File: config.mk
export PLATFORM = sky130hd
export DESIGN_NAME = sc_stream_sequencer
export DESIGN_NICKNAME = d
export VERILOG_FILES = /design/src/rtl/sc_stream_sequencer.sv
export SDC_FILE = /design/constraint.sdc
export NUM_CORES = 1
export LEC_CHECK = 0
export ABC_AREA = 1
export CAP_MARGIN = 15
export CORE_MARGIN = 2
export CORE_UTILIZATION = 40
export DETAILED_ROUTE_END_ITERATION = 8
export PLACE_DENSITY = 0.74
export SYNTH_ARGS = -nofsm -noshare
export SYNTH_HDL_FRONTEND = slang
export SYNTH_SLANG_ARGS = --single-unit
export TNS_END_PERCENT = 50
File: constraint.sdc
create_clock -name clk -period 2.8 [get_ports clk]
set_input_delay 0.42 -clock clk [delete_from_list [all_inputs] [get_ports clk]]
set_output_delay 0.42 -clock clk [all_outputs]
set_load 0.01 [all_outputs]
File: src/rtl/sc_stream_sequencer.sv
// Turns one signed sample into a BITSTREAM-long stochastic stream with exactly quota ones.
// Ones are spread low-discrepancy by comparing a bit-reversed counter against quota.
module sc_stream_sequencer #(
  parameter int BITSTREAM = 64,
  parameter int QUANT     = 8
) (
  input  logic                       clk,
  input  logic                       rst,
  input  logic                       in_valid,
  output logic                       in_ready,
  input  logic [QUANT-1:0]           in_data,
  input  logic                       flush,
  output logic                       bit_valid,
  input  logic                       bit_ready,
  output logic                       out_bit,
  output logic                       bit_last,
  output logic                       done,
  output logic [$clog2(BITSTREAM):0] ones_cnt
);
  localparam int Q = $clog2(BITSTREAM);
  localparam int D = QUANT - Q;
  localparam logic [QUANT:0] RND_ADD = (D > 0) ? ((QUANT+1)'(1) << ((D > 0) ? D - 1 : 0)) : '0;

  if (BITSTREAM != (1 << Q)) begin : g_chk_pow2
    $error("sc_stream_sequencer: BITSTREAM must be a power of two");
  end
  if (QUANT < Q) begin : g_chk_quant
    $error("sc_stream_sequencer: QUANT must be >= $clog2(BITSTREAM)");
  end

  typedef enum logic {IDLE, STREAM} state_t;

  state_t         state, state_nxt;
  logic [Q:0]     quota_q, quota_in, ones;
  logic [Q-1:0]   cnt;
  logic [QUANT:0] bias, rnd;
  logic           cmp_bit, hs;

  function automatic logic [Q-1:0] bitrev(input logic [Q-1:0] v);
    logic [Q-1:0] r;
    for (int i = 0; i < Q; i++) r[i] = v[Q-1-i];
    return r;
  endfunction

  // Offset-binary bias is the sign-bit flip; the extra MSB leaves room for the rounding carry.
  assign bias     = {1'b0, ~in_data[QUANT-1], in_data[QUANT-2:0]};
  assign rnd      = bias + RND_ADD;
  assign quota_in = (Q+1)'(rnd >> D);
  assign cmp_bit  = ({1'b0, bitrev(cnt)} < quota_q);
  assign hs       = bit_valid && bit_ready;

  always_ff @(posedge clk) begin
    if (rst) state <= IDLE;
    else     state <= state_nxt;
  end

  always_comb begin
    state_nxt = state;
    case (state)
      IDLE:    if (in_valid) state_nxt = STREAM;
      STREAM:  if (flush || (hs && bit_last)) state_nxt = IDLE;
      default: state_nxt = IDLE;
    endcase
  end

  always_comb begin
    in_ready  = 1'b0;
    bit_valid = 1'b0;
    out_bit   = 1'b0;
    bit_last  = 1'b0;
    case (state)
      IDLE:   in_ready = 1'b1;
      STREAM: begin
        bit_valid = 1'b1;
        out_bit   = cmp_bit;
        bit_last  = &cnt;
      end
      default: in_ready = 1'b0;
    endcase
  end

  // cnt wraps to zero on the final handshake, which is harmless since the stream ends there.
  always_ff @(posedge clk) begin
    if (rst) begin
      quota_q  <= '0;
      cnt      <= '0;
      ones     <= '0;
      done     <= 1'b0;
      ones_cnt <= '0;
    end else begin
      done <= 1'b0;
      if (state == IDLE && in_valid) begin
        quota_q <= quota_in;
        cnt     <= '0;
        ones    <= '0;
      end else if (state == STREAM && !flush && hs) begin
        cnt  <= cnt + 1'b1;
        ones <= ones + {{Q{1'b0}}, out_bit};
        if (bit_last) begin
          done     <= 1'b1;
          ones_cnt <= ones + {{Q{1'b0}}, out_bit};
        end
      end
    end
  end

endmodule

Word level (Yosys, flattened, before mapping)
Cells that the tools add are included.
Widths: inputs -> output; s select.
{ "word_totals": {"mem_bits_ro": 0, "memories": 0, "regBits": 29, "mem_bits_rw": 0, "latchBits": 0} }
{ "op_classes": {"n_div": 0, "mul": 0, "bitwise_logic": 4, "reduce_logical": 11, "addsub": 3, "n_shift": 0, "n_mux": 8, "eq_ne": 0, "magnitude_cmp": 1} }
{ "ops": {"columns": ["cell", "n"], "rows": [
  ["$add 8x2->9 const B", 1],
  ["$add 7x1->7", 1],
  ["$lt 6x7->1", 1],
  ["$mux 1", 7],
  ["$add 6x1->6 const B", 1],
  ["$reduce_and 6->1", 1],
  ["$logic_and 1x1->1", 5],
  ["$not 1->1", 4],
  ["$reduce_and 3->1", 1],
  ["$reduce_or 3->1", 1],
  ["$pmux 1 s2", 1],
  ["$reduce_or 2->1", 1],
  ["$logic_not 1->1", 1],
  ["$logic_or 1x1->1", 1]
]} }

Longest topological paths before layout
{ "logic_depth": {"word_depth": 6, "depth_mapped": 15, "ltp_nobuf": 15} }

Worst setup path before layout
No wires, ideal clock.
{ "synth_timing": {"path_kind": "register to register", "startpoint": "reg quota_q[5]", "endpoint": "reg ones_cnt[6]", "t_arrival_ps": 2037, "setup_ps": 111, "path_stages_with_launch": 15, "path_slack_ps": 652, "period_less_slack_ps": 2148, "path_cell_list": "dfxtp_1 -> inv_1 -> ha_1 -> nand2_1 -> inv_1 -> o21ai_0 -> nand3_1 -> nor2_1 -> ha_1 -> ha_1 -> nand3_1 -> o21ai_0 -> nand2_1 -> nor2_1 -> nor2_1"} }
{ "synth_between": {"elab_chain_len": 3} }
{ "synth_lines": {"columns": ["element", "line", "source"], "rows": [
  ["start: declaration", "34", "logic [Q:0] quota_q, quota_in, ones;"],
  ["start signal: assignment", "93", "quota_q <= quota_in;"],
  ["$lt 6x7->1", "49", "assign cmp_bit = ({1'b0, bitrev(cnt)} < quota_q);"],
  ["$mux 1", "71", "case (state)"],
  ["via out_bit", "15", "output logic out_bit,"],
  ["$add 7x1->7", "101", "ones_cnt <= ones + {{Q{1'b0}}, out_bit};"],
  ["end signal: assignment", "101", null],
  ["end: declaration", "18", "output logic [$clog2(BITSTREAM):0] ones_cnt"]
]} }
The timed path passes the listed nets, and every way through them passes these cells.
A chain may end at the register's enable or synchronous reset.

Worst setup path after layout
{ "layout_timing": {"startpoint": "reg quota_q[5]", "endpoint": "out out_bit"} }
{ "layout_between": {"elab_chain_len": 2} }
{ "layout_lines": {"columns": ["element", "line"], "rows": [
  ["$lt 6x7->1", "49"],
  ["$mux 1", "71"],
  ["end: declaration", "15"]
]} }
No other way between the ends.

==> results.md <==
- Clock-pin slew on the worst setup and hold paths: 0.05 ns
- Worst-Skew Late Latency: 0.28 ns
- Max_cap viols: 0
- WHS Path Cells: 2
- Pwr dens: 458 mW/mm^2
- Syn. warnings: 0
- Area contributors post-synth: dfxtp_1 (39%), nand2_1 (13%), inv_1 (9.3%), ha_1 (7.5%), nand3_1 (7.0%)
- Worst Setup End Kind: primary output
- Skew final: 0.00492 ns
- Static Leak: 0.000817 uW
- Status: finished clean
- Critical Path RT: 2.38 ns
- Drt first pass iters: 4
- Area leader, netlist: dfxtp_1
- Placer congestion estimate: 0.804
- Worst Hold Class: register to register
- Initial antenna violation count: 0
- Syn_area_per_cell: 6.98 um^2
- CP cell instances: inv_1 > ha_1 > nand2_1 > inv_1 > o21ai_0 > nand3_1 > nor2_1 > clkdlybuf4s50_1
- Ant diodes: 0
- CP Max Fanout: 2
- Sequential fraction of the synthesis area: 38.9%
- Nets: 263
- Deepest clock path buffer count: 2
- RSZ-0062 raised after global routing: no
- Setup CP Type: register to primary output
- Fmax: 411 MHz
- GRT Overall Usage: 16.2%
- Setup bufs post-CTS: 0
- Slew HR: 77.2%
- Post-route DRC: 0
- Worst VDD drop: 0.230 mV
- H-tree depth: 2
- Initial Util: 41.1%
- DR WL/cell: 10.4 um
- Area Growth Syn to Fin: 23.4%
- Post-Route WL: 3000 um
- Rows: 22
- Final setup fails: 0
- Largest net degree at the start of global routing: 18
- Detailed Route Iter0 Violations: 83
- I/O pin count: 25
- Yosys reg bits: 29
- Post-route ant nets: 0
- Vias in the first global route: 1296
- Overall Power: 843 uW
- CP most frequent cell: inv_1
- Chip Width: 65.1 um
- Die H: 65.1 um
- Fillers: 372
- Syn nets: 236
- Layout cells sized above 1: 5.37%
- Worst endpoint data arrival time: 2.01 ns
- # hold bufs at CTS: 0
- Final Cycle Share: 86.9%
- Sink Count: 29
- TNS Setup: 0 ns
- IO Port Bufs: 23
- Startpoint Class: register
- Synth Instances: 214
- Post-synth cell types: 23
- Post-route minimum period: 2.43 ns
- Post-CTS resize count: 0
- Gr ovfl total: 0
- CTS tree: done
- Root buffer cell: clkbuf_8
- DR vias/cell: 4.70
- First-pass GRT wire length: 5280 um
- Actual slew at the worst max-slew pin: 0.340 ns
- Dpl hpwl: 2290 um
- Pins Over Slew Limit: 0
- Critical-path top delay cell: clkdlybuf4s50_1
- Total CTS buffers: 5
- Worst path max stage delay: 0.58 ns
- Fin. Hold Viols: 0
- Vias: 1364
- Die area: 0.00424 mm^2
- Area share of the largest cell type after synthesis: 38.9%
- Cell Area, Synth: 0.00149 mm^2
- R2R cell count: 14
- CORE AREA: 0.00363 mm^2
where the power goes:
part	internal (uW)	switching, uW	total, uW
logic	39.5	47.4	86.9
registers	422	6.65	429
clock network	176	152	328
final timing paths:
kind / startpoint / to / slack (ns)
setup / recovery: quota_q[5]$_SDFFE_PP0P_ / out_bit / 0.37
hold / removal: quota_q[4]$_SDFFE_PP0P_ / quota_q[4]$_SDFFE_PP0P_ / 0.45
setup reg to reg: quota_q[5]$_SDFFE_PP0P_ / ones_cnt[6]$_SDFFE_PP0P_ / 0.52
hold reg to reg: quota_q[4]$_SDFFE_PP0P_ / quota_q[4]$_SDFFE_PP0P_ / 0.45
area by class of cell:
class,instances,area [um^2],area share (%)
Clock buffer,8,80.1,4.35
Multi-Input combinational cell,144,748,40.6
Tap cell,48,60.1,3.26
Sequential cell,29,581,31.5
Timing Repair Buffer,23,230,12.5
Inverter,38,143,7.74
cell usage in the layout, fill, tap and decap left out:
cell type        count
nor3b_1              1
ha_1                 9
a22o_1               1
nor3_1               1
o21ai_1              2
xor2_1               3
a21oi_1             16
o21ai_0              7
nand2_2              3
clkdlybuf4s50_1     23
nor2_2               2
nand2_1             50
nand3_1             21
inv_2                1
nor2_4               1
o22ai_1              2
xnor2_1              1
clkbuf_8             5
nor2_1              22
dfxtp_1             29
nand4_1              1
clkbuf_1             3
nand3_4              1
inv_1               37
registers in the layout, indices dropped and copies added, names as in the netlist:
signal	cells
cnt	6
done	1
ones_cnt	7
state	1
ones	7
quota_q	7
cell families after synthesis:
kind of cell	share of synthesized area, %
and+or+nand+nor	30.4
buffers and inverters	11.0
DFF	38.9
AOI/OAI and AO/OA	9.81
adders and majority gates	7.54
xor gates and xnor gates	2.35
synth_stat cells, drive strengths merged:
cell type and instances:
nand2 53, inv 38, dfxtp 29, nor2 25, nand3 22, a21oi 16, ha 9, o21ai 9
buf 3, xor2 3, o22ai 2, a22o 1, nand4 1, nor3 1, nor3b 1, xnor2 1
metrics by stage:
stage                     utilization, %  std cells  instance area (um^2)  hold WS [ns]  setup slack (ns)
after floorplan                        -        214                  1490         0.426             0.652
after global placement              48.5        282                  1760         0.442             0.502
after detailed placement            48.5        282                  1760         0.444             0.523
after CTS                           50.7        290                  1840         0.455             0.333
after global routing                50.7        290                  1840         0.468             0.144
final                               50.7        290                  1840         0.452             0.368
routing by layer:
metal	part of all wire [%]	vias to the layer above	global-route usage, %	routed length, um
li1	-	725	-	-
met3	2.8	5	3.65	84
met1	49	617	19.2	1480
met4	1.6	0	7.81	47
met5	0	-	0	0
met2	46	17	27.4	1390
worst max-delay path, delay by kind of cell, from the launching register on:
kind                       cells  cell delay [ns]
DFF                            1             0.33
buffers and inverters          3             0.66
adders and majority gates      1             0.30
and+or+nand+nor                3             0.32
AOI/OAI and AO/OA              1             0.13
(Power assumes the default switching activity.)
